===== src/rtl/mov_pkg.sv =====
// mov_pkg: shared defaults, MOV engine state type, MOV request struct and the
// address-validity mask helper used by mov_register_file.
package mov_pkg;

   localparam int unsigned MOV_WIDTH_DEF = 8;
   localparam int unsigned MOV_DEPTH_DEF = 8;
   localparam int unsigned MOV_AW_MAX    = 8;

   typedef enum logic {
      IDLE = 1'b0,
      BUSY = 1'b1
   } mov_state_e;

   typedef struct packed {
      logic [MOV_AW_MAX-1:0] src;
      logic [MOV_AW_MAX-1:0] dst;
   } mov_req_t;

   // Bit i set when address i names a real register (i < depth).
   function automatic logic [255:0] mov_addr_mask(input int unsigned depth);
      logic [255:0] m;
      m = '0;
      for (int unsigned i = 0; i < 256; i++) begin
         m[i] = (i < depth);
      end
      return m;
   endfunction

endpackage


===== src/rtl/mov_scoreboard.sv =====
// mov_scoreboard: pending-write bits for every register. Two set ports
// (issue, MOV accept) and two clear ports (writeback, MOV commit); a set
// always beats a clear on the same bit. Flush wipes everything.
// Storage covers the full 2**AW address space; the owner never sets bits
// for out-of-range addresses, so those taps always read 0.
module mov_scoreboard
   import mov_pkg::*;
#(
   parameter  int unsigned DEPTH = MOV_DEPTH_DEF,
   localparam int unsigned AW    = $clog2(DEPTH)
) (
   input  logic          clk,
   input  logic          rst_n,
   input  logic          i_flush,
   input  logic          i_set0_en,
   input  logic [AW-1:0] i_set0_addr,
   input  logic          i_set1_en,
   input  logic [AW-1:0] i_set1_addr,
   input  logic          i_clr0_en,
   input  logic [AW-1:0] i_clr0_addr,
   input  logic          i_clr1_en,
   input  logic [AW-1:0] i_clr1_addr,
   input  logic [AW-1:0] i_tap_a_addr,
   input  logic [AW-1:0] i_tap_b_addr,
   input  logic [AW-1:0] i_tap_src_addr,
   input  logic [AW-1:0] i_tap_dst_addr,
   output logic          o_tap_a,
   output logic          o_tap_b,
   output logic          o_tap_src,
   output logic          o_tap_dst
);

   localparam int unsigned NSLOT = 1 << AW;

   logic [NSLOT-1:0] r_pend;
   logic [NSLOT-1:0] w_set;
   logic [NSLOT-1:0] w_clr;
   logic [NSLOT-1:0] w_pend_nxt;

   // Decode set/clear strobes; sets applied after clears so set wins.
   always_comb begin
      w_set = '0;
      w_clr = '0;
      if (i_set0_en) w_set[i_set0_addr] = 1'b1;
      if (i_set1_en) w_set[i_set1_addr] = 1'b1;
      if (i_clr0_en) w_clr[i_clr0_addr] = 1'b1;
      if (i_clr1_en) w_clr[i_clr1_addr] = 1'b1;
      w_pend_nxt = (r_pend & ~w_clr) | w_set;
   end

   // Pending-bit register with async reset and synchronous flush.
   always_ff @(posedge clk or negedge rst_n) begin
      if (!rst_n) begin
         r_pend <= '0;
      end else if (i_flush) begin
         r_pend <= '0;
      end else begin
         r_pend <= w_pend_nxt;
      end
   end

   assign o_tap_a   = r_pend[i_tap_a_addr];
   assign o_tap_b   = r_pend[i_tap_b_addr];
   assign o_tap_src = r_pend[i_tap_src_addr];
   assign o_tap_dst = r_pend[i_tap_dst_addr];

endmodule


===== src/rtl/mov_register_file.sv =====
// mov_register_file: DEPTH x WIDTH register file with one writeback port,
// two combinational read ports and a two-state register-to-register MOV
// engine gated by the pending-write scoreboard.
// Optional feature: define MOV_RF_BYPASS_EN to forward same-cycle writeback
// data (and a cleared pend bit) onto matching read ports.
module mov_register_file
   import mov_pkg::*;
#(
   parameter  int unsigned WIDTH = MOV_WIDTH_DEF,
   parameter  int unsigned DEPTH = MOV_DEPTH_DEF,
   localparam int unsigned AW    = $clog2(DEPTH)
) (
   input  logic             clk,
   input  logic             rst_n,
   input  logic             flush,
   input  logic             wr_en,
   input  logic [AW-1:0]    wr_addr,
   input  logic [WIDTH-1:0] wr_data,
   input  logic             iss_en,
   input  logic [AW-1:0]    iss_addr,
   input  logic             mov_valid,
   input  logic [AW-1:0]    mov_src,
   input  logic [AW-1:0]    mov_dst,
   output logic             mov_ready,
   input  logic [AW-1:0]    rd_addr_a,
   input  logic [AW-1:0]    rd_addr_b,
   output logic [WIDTH-1:0] rd_data_a,
   output logic [WIDTH-1:0] rd_data_b,
   output logic             rd_pend_a,
   output logic             rd_pend_b
);

   localparam int unsigned      NSLOT = 1 << AW;
   localparam logic [NSLOT-1:0] VALID = NSLOT'(mov_addr_mask(DEPTH));

   logic [WIDTH-1:0] r_regs [NSLOT];
   mov_state_e       r_state;
   mov_state_e       w_state_nxt;
   logic [AW-1:0]    r_mv_dst;
   logic [WIDTH-1:0] r_mv_data;

   logic             w_wr_ok;
   logic             w_iss_ok;
   logic             w_accept;
   logic             w_commit;
   logic             w_pend_a;
   logic             w_pend_b;
   logic             w_pend_src;
   logic             w_pend_dst;

   // Writes/issues to out-of-range addresses and anything during flush are dropped.
   assign w_wr_ok  = wr_en  && VALID[wr_addr]  && !flush;
   assign w_iss_ok = iss_en && VALID[iss_addr] && !flush;

   assign mov_ready = (r_state == IDLE) && VALID[mov_src] && VALID[mov_dst]
                      && !w_pend_src && !w_pend_dst;

   mov_scoreboard #(
      .DEPTH (DEPTH)
   ) u_sb (
      .clk            (clk),
      .rst_n          (rst_n),
      .i_flush        (flush),
      .i_set0_en      (w_iss_ok),
      .i_set0_addr    (iss_addr),
      .i_set1_en      (w_accept),
      .i_set1_addr    (mov_dst),
      .i_clr0_en      (w_wr_ok),
      .i_clr0_addr    (wr_addr),
      .i_clr1_en      (w_commit),
      .i_clr1_addr    (r_mv_dst),
      .i_tap_a_addr   (rd_addr_a),
      .i_tap_b_addr   (rd_addr_b),
      .i_tap_src_addr (mov_src),
      .i_tap_dst_addr (mov_dst),
      .o_tap_a        (w_pend_a),
      .o_tap_b        (w_pend_b),
      .o_tap_src      (w_pend_src),
      .o_tap_dst      (w_pend_dst)
   );

   // MOV engine state register.
   always_ff @(posedge clk or negedge rst_n) begin
      if (!rst_n) begin
         r_state <= IDLE;
      end else begin
         r_state <= w_state_nxt;
      end
   end

   // MOV engine next state: accept in IDLE, commit (unless overwritten by writeback) in BUSY.
   always_comb begin
      w_state_nxt = r_state;
      w_accept    = 1'b0;
      w_commit    = 1'b0;
      case (r_state)
         IDLE: begin
            if (mov_valid && mov_ready) begin
               w_accept    = 1'b1;
               w_state_nxt = BUSY;
            end
         end
         BUSY: begin
            w_commit    = !(w_wr_ok && (wr_addr == r_mv_dst));
            w_state_nxt = IDLE;
         end
         default: w_state_nxt = IDLE;
      endcase
      if (flush) begin
         w_accept    = 1'b0;
         w_commit    = 1'b0;
         w_state_nxt = IDLE;
      end
   end

   // Capture source data and destination when a MOV is accepted.
   always_ff @(posedge clk or negedge rst_n) begin
      if (!rst_n) begin
         r_mv_dst  <= '0;
         r_mv_data <= '0;
      end else if (w_accept) begin
         r_mv_dst  <= mov_dst;
         r_mv_data <= r_regs[mov_src];
      end
   end

   // Register array: flush clears, writeback is applied after commit so it wins.
   always_ff @(posedge clk or negedge rst_n) begin
      if (!rst_n) begin
         for (int unsigned i = 0; i < NSLOT; i++) begin
            r_regs[i] <= '0;
         end
      end else if (flush) begin
         for (int unsigned i = 0; i < NSLOT; i++) begin
            r_regs[i] <= '0;
         end
      end else begin
         if (w_commit) r_regs[r_mv_dst] <= r_mv_data;
         if (w_wr_ok)  r_regs[wr_addr]  <= wr_data;
      end
   end

   // Combinational read ports, with optional same-cycle writeback forwarding.
   always_comb begin
      rd_data_a = VALID[rd_addr_a] ? r_regs[rd_addr_a] : '0;
      rd_data_b = VALID[rd_addr_b] ? r_regs[rd_addr_b] : '0;
      rd_pend_a = w_pend_a;
      rd_pend_b = w_pend_b;
`ifdef MOV_RF_BYPASS_EN
      if (w_wr_ok && (rd_addr_a == wr_addr)) begin
         rd_data_a = wr_data;
         rd_pend_a = 1'b0;
      end
      if (w_wr_ok && (rd_addr_b == wr_addr)) begin
         rd_data_b = wr_data;
         rd_pend_b = 1'b0;
      end
`endif
   end

endmodule


===== config.mk =====
export PLATFORM = sky130hd
export DESIGN_NAME = mov_register_file
export DESIGN_NICKNAME = d
export VERILOG_FILES = /design/src/rtl/mov_pkg.sv /design/src/rtl/mov_scoreboard.sv /design/src/rtl/mov_register_file.sv
export SDC_FILE = /design/constraint.sdc
export NUM_CORES = 1
export LEC_CHECK = 0
export CORE_ASPECT_RATIO = 0.6
export CORE_MARGIN = 2
export CORE_UTILIZATION = 29
export DETAILED_ROUTE_END_ITERATION = 16
export GPL_TIMING_DRIVEN = 0
export PLACE_DENSITY_LB_ADDON = 0.12
export SYNTH_ARGS = -nofsm -noshare
export SYNTH_HDL_FRONTEND = slang
export SYNTH_SLANG_ARGS = --single-unit

===== constraint.sdc =====
create_clock -name clk -period 2.7 [get_ports clk]
set_input_delay 0.675 -clock clk [delete_from_list [all_inputs] [get_ports clk]]
set_output_delay 0.675 -clock clk [all_outputs]
set_load 0.02 [all_outputs]

==> results.cfg, run 1 <==
[worst_setup_path]
worstReg2RegEnd = r_regs[1]
worstSetupStartpoint = rd_addr_a[0]
cp_data_arrival_time_ns = 1.98
worst_setup_path_start_kind = primary input
crit_type = primary input to primary output
r2r-start = r_state
crit_required_ns = 2.03
r2r_cells = 6
path_max_fanout = 10
end_kind = primary output
r2r_slack_ns = 0.22

[grt]
grt_pass1_wl_um = 39700
met3_usage = 0.0885
grt_overflow_total = 0
grt_max_degree = 50
grt.busiest_layer = met1
grt_util_met1 = 0.373
grt_pass1_vias = 5723
grt_use_total = 0.243
antenna_found_initial = 0
grt_use_met2 = 0.311

[layout]
drive_gt1_frac = 0.323
fillers = 2138
nNetsFinal = 693
area_growth_pct = 20.5
multiInputGateArea_um2 = 3970
final_cell_mix = 134 x nor2_1, 79 x dfrtp_1, 61 x nor3_1
post-route-util = 0.359
antenna_cells = 0
stdcell_count = 944
mostFrequentLayoutCell = nor2_1
regArea_um2 = 2110

[timing]
hold_viol = 0
setup_ws_ns = 0.0424
setup_violations = 0
relSlewSlack = 0.368
slew_viol_final = 0
timing.setup.tns_ns = 0
min_period_over_period = 0.984
worstMarginPinSlew_ns = 0.944
timing.hold.ws_ns = 0.303
rsz0062_at_grt = yes
clock-skew-final_ns = 0.00948
finalCriticalPeriod_ns = 2.66
max_freq_mhz = 376

[die]
die_h_um = 118
die-area_um2 = 23100
fp.coreArea_um2 = 21200
start_util = 0.298
ios = 51
die_x_um = 195
rows = 41

[drt]
drtIter0Drc = 673
route.detailed.drc = 0
drt-total-wl_um = 27500
drt-wirelength-per-cell_um = 29.1
vias_per_cell = 6.13
drtPass1Iterations = 5
ant_nets = 0
vias = 5782

[power_and_ir_drop]
power.density_nw_per_um2 = 509
irDropWorstVdd_mv = 0.320
p_leak_nw = 2.94

[clock_tree]
clock_latency_ns = 0.36
cts_tree = yes
clkTransAtPathRegs_ns = 0.07
htreeDepth = 3
root_buffer = clkbuf_16
numClockSinks = 84
numCtsBuffers = 9
clockBufferDepth = 2

[placed_design]
detailedPlacementHpwl_um = 19800
gp_congestion = 0.929
io_buffers = 33
place_inst = 920
pre_cts_slack_ns = -1.08

[synthesis]
netlist-cell-type-count = 41
synth_top_cell_area_share = 0.332
yosys_register_bits = 84
synth.net_count = 639
syn-cell-area_um2 = 6330
synthCells = 607
ys_dominant_reg_cell = dfrtp_1
avgSynthCellArea_um2 = 10.4
synth_edf_count = 0
yosys_warnings = 0
synthTopCellsByArea = dfrtp_1 33%, mux4_2 19%, nor2_1 7.9%
ys_seq_area_frac = 0.332
synth_top_area_cell = dfrtp_1
async_reset_ff_frac = 1.00

[job]
drv_cap = 0

[hold_path]
min_path_type = primary input to asynchronous set/reset pin

[run_status]
status = finished clean
-- layer usage --
| layer | vias up | share of wire |
|---|---|---|
| li1 | 2426 | - |
| met1 | 2971 | 0.48 |
| met2 | 341 | 0.39 |
| met3 | 42 | 0.11 |
| met4 | 2 | 0.019 |
| met5 | - | 0.0037 |
-- repair_timing --
| action | in CTS | in global routing |
|---|---|---|
| endpoints found under the setup margin | 91 | 48 |
| hold buffers | 0 | 0 |
| gates resized for setup | 127 | 38 |
| cloned | 2 | 0 |
| setup buffers | 6 | 2 |
| pin swaps | 1 | 4 |
-- layout make-up --
type,count,area share
plain buffers,75,0.0643
well taps,279,0.0458
flip-flops and latches,84,0.276
inverters,3,0.00148
clock buffers,10,0.0300
clock inverters,5,0.0102
multi-input cells,444,0.521
repair buffers,44,0.0513
-- Yosys cell counts (all sizes together), types with 2 or more instances --
master	number
o311ai	2
inv	3
o21ai	3
nor3b	3
nand2b	6
a2111oi	61
nor3	65
buf	43
o211ai	6
xor2	3
nand3	5
dfrtp	84
nor2	134
a211oi	3
nor2b	7
clkbuf	33
mux2	38
o221ai	8
nor4	3
or2	13
nand3b	7
mux4	55
o41ai	2
or3	5
nand2	8
mux2i	4
-- sequential cells by signal (all words and copies together), names as in the netlist --
name	flops
r_regs	64
r_mv_dst	3
r_state	1
r_mv_data	8
u_sb.r_pend	8
-- power by group --
group	internal [mW]	switching, mW
registers	1.33	0.0952
clock network	0.804	0.567
logic	0.438	0.649
-- worst max-delay path by stage --
stage	end	slack [ns]
2_1_floorplan	mov_ready	0.009
3_3_place_gp	r_regs[37]	-2.47
3_5_place_dp	mov_ready	-1.08
4_1_cts	mov_ready	-0.04
5_1_grt	mov_ready	-0.008
6_report	rd_data_a[5]	0.04
-- per-stage QoR --
stage	total power [mW]	area [µm²]
2_1_floorplan	2.03	6340
3_3_place_gp	2.40	7020
3_5_place_dp	2.42	7050
4_1_cts	3.83	7520
5_1_grt	4.02	7630
6_report	3.89	7630
-- critical path, cell delays in order --
cell and delay [ns]:
buf_16 0.14, buf_12 0.15, mux4_2 0.53, mux2_2 0.30
buf_2 0.17
-- cells by family (layout without fill, tap and decap cells) --
logic type / Yosys count / in the layout / share of synthesized area
AND/OR/NAND/NOR: 259 / 259 / 0.193
multiplexers: 97 / 97 / 0.275
AO/OA/AOI/OAI: 85 / 85 / 0.137
flip-flops: 84 / 84 / 0.332
buffers and inverters: 79 / 137 / 0.0587
XOR/XNOR: 3 / 3 / 0.00415
(Power assumes the default switching activity.)
==> inputs of run 2 (changes only) <==
--- a/config.mk
+++ b/config.mk
@@ -8,6 +8,7 @@
 export CORE_ASPECT_RATIO = 0.6
 export CORE_MARGIN = 2
 export CORE_UTILIZATION = 29
+export CTS_CLUSTER_SIZE = 8
 export DETAILED_ROUTE_END_ITERATION = 16
 export GPL_TIMING_DRIVEN = 0
 export PLACE_DENSITY_LB_ADDON = 0.12
==> results of run 2 <==
No change in the layout: final DEF, timing and power equal those of run 1.
==> inputs of run 3 (changes only) <==
--- a/config.mk
+++ b/config.mk
@@ -7,7 +7,7 @@
 export LEC_CHECK = 0
 export CORE_ASPECT_RATIO = 0.6
 export CORE_MARGIN = 2
-export CORE_UTILIZATION = 29
+export CORE_UTILIZATION = 25
 export CTS_CLUSTER_SIZE = 8
 export DETAILED_ROUTE_END_ITERATION = 16
 export GPL_TIMING_DRIVEN = 0
==> run 3 against run 2 <==
Against the previous run:
- wire length is 0.18% lower
- first-iteration DRC count is 22% lower
- global-route usage is 3.1 points lower
- register-to-register slack worse by 0.09 ns
==> results.cfg, run 3 (synthesis gave the netlist of run 1 again) <==
[run_status]
status = finished clean

[layout]
design_area_um2 = 7670
stdcell_count = 992
area_growth_pct = 21.2
post-route-util = 0.306
nNetsFinal = 689
largest_register_ffs = 64
top_regs = r_regs: 64 flops, r_mv_data: 8 flops, u_sb.r_pend: 8 flops
fillers = 2573
drive_gt1_frac = 0.316
mostFrequentLayoutCell = nor2_1
final_cell_mix = 134 x nor2_1, 84 x dfrtp_1, 61 x nor3_1
regMostFlops = r_regs

[die]
fp.coreArea_um2 = 25100
die-area_um2 = 26700
ios = 51
die_x_um = 209
start_util = 0.252
die_h_um = 127
rows = 45

[timing]
hold_viol = 0
min_period_over_period = 0.988
setup_ws_ns = 0.0321
max_freq_mhz = 375
worstMarginPinSlew_ns = 0.855
setup_violations = 0
finalCriticalPeriod_ns = 2.67
relSlewSlack = 0.428
slew_viol_final = 0
clock-skew-final_ns = 0.00544

[clock_tree]
numClockSinks = 84
htreeDepth = 3
clkTransAtPathRegs_ns = 0.06
numCtsBuffers = 9
postCtsHoldBufs = 0
cts_tree = yes
clock_latency_ns = 0.36
clockBufferDepth = 2
root_buffer = clkbuf_16

[grt]
grt_overflow_total = 0
grt_pass1_vias = 5657
antenna_found_initial = 1
grt_max_degree = 59
grt_pass1_wl_um = 40200
grt_use_total = 0.213

[worst_setup_path]
end_kind = primary output
crit_path_cell_trace = buf_16 -> buf_12 -> mux4_2 -> mux2_2 -> buf_2
crit_type = primary input to primary output
r2r_cells = 6
cp_slowest_stage_delay_ns = 0.55
worstReg2RegEnd = r_regs[19]
path_delay_family = multiplexers
cp_data_arrival_time_ns = 1.99
slowest_stage = mux4_2
path_max_fanout = 10
cp_num_buf_inv = 3
crit_required_ns = 2.03
r2r_slack_ns = 0.13
r2r-start = r_state
worst_setup_path_start_kind = primary input

[drt]
drtPass1Iterations = 6
vias = 5655
route.detailed.drc = 0
drtIter0Drc = 523
vias_per_cell = 5.70
ant_nets = 0
drt-wirelength-per-cell_um = 27.7
drt-total-wl_um = 27400

[power_and_ir_drop]
pwr-share-clk = 0.360
comb_power_share = 0.275
power.density_nw_per_um2 = 509
netSwitchingPower_mw = 1.32
p_sw_frac = 0.337
p_leak_nw = 2.92
internal_power_mw = 2.59
p_total_mw = 3.91
irDropWorstVdd_mv = 0.251
seqPwrFrac = 0.365

[placed_design]
place_area_um2 = 7110
pre_cts_slack_ns = -1.06
detailedPlacementHpwl_um = 20100
gp_congestion = 0.842
io_buffers = 33
place_inst = 970

[job]
drv_cap = 0

[hold_path]
min_path_type = primary input to asynchronous set/reset pin
-- run 3: changes by cell type in the layout (fill, tap and decap cells not counted), moves of 2 or more --
cell,previous run,this run
a2111oi_1,24,18
a2111oi_2,20,22
dfrtp_2,5,0
a2111oi_0,17,21
clkdlybuf4s50_1,6,8
buf_6,11,7
buf_2,24,21
dfrtp_1,79,84
-- run 3: power by group through the flow --
stage	registers (mW)	logic [mW]	clock network (mW)
floorplan	1.41	0.622	0
global placement	1.44	0.985	0
detailed placement	1.44	0.998	0
CTS	1.42	1.05	1.43
global route	1.44	1.14	1.49
finish	1.43	1.08	1.41
-- run 3: worst reg2reg max path, stage by stage, from the launching register on --
cell and delay [ns]:
dfrtp_1 0.41, nor2b_4 0.15, nand3b_1 0.10, clkbuf_1 0.56
clkbuf_1 0.70, nor3_1 0.14, a2111oi_1 0.37
-- run 3: final cells by class --
class	instances	area (µm²)	area share
diodes	1	2.50	0.000326
inverters	3	11.3	0.00147
flip-flops and latches	84	2100	0.274
repair buffers	41	358	0.0466
well taps	329	412	0.0536
multi-input cells	444	3970	0.517
clock inverters	5	75.1	0.00978
plain buffers	74	502	0.0654
clock buffers	11	243	0.0316
-- run 3: through the flow --
stage | hold slack, ns | setup TNS, ns
finish | 0.254 | 0
detailed placement | 0.587 | -58.33
global route | 0.266 | -0.00149
CTS | 0.263 | 0
floorplan | 0.379 | 0
global placement | 0.590 | -274.74
-- run 3: per-layer routing --
metal / wire (µm) / up-vias / global-route usage
met5: 0 / - / 0
met4: 489 / 0 / 0.0580
met3: 2520 / 35 / 0.0696
met2: 11000 / 236 / 0.290
met1: 13400 / 2969 / 0.317
li1: - / 2415 / -
-- run 3: worst max-delay path by stage --
stage	startpoint	endpoint	cells after the start
after floorplan	mov_dst[0]	mov_ready	3
after global placement	rst_n	u_sb.r_pend[4]	1
after detailed placement	rd_addr_b[1]	rd_data_b[7]	5
after CTS	rd_addr_a[0]	rd_data_a[1]	5
after global routing	wr_en	r_regs[23]	7
final	rd_addr_b[0]	rd_data_b[4]	5
-- run 3: timing repair --
| item | 4_1_cts | 5_1_grt |
|---|---|---|
| buffers inserted | 4 | 1 |
| cloned | 2 | 0 |
| setup endpoints to repair | 76 | 48 |
| pin swaps | 1 | 4 |
| resized for setup | 128 | 22 |
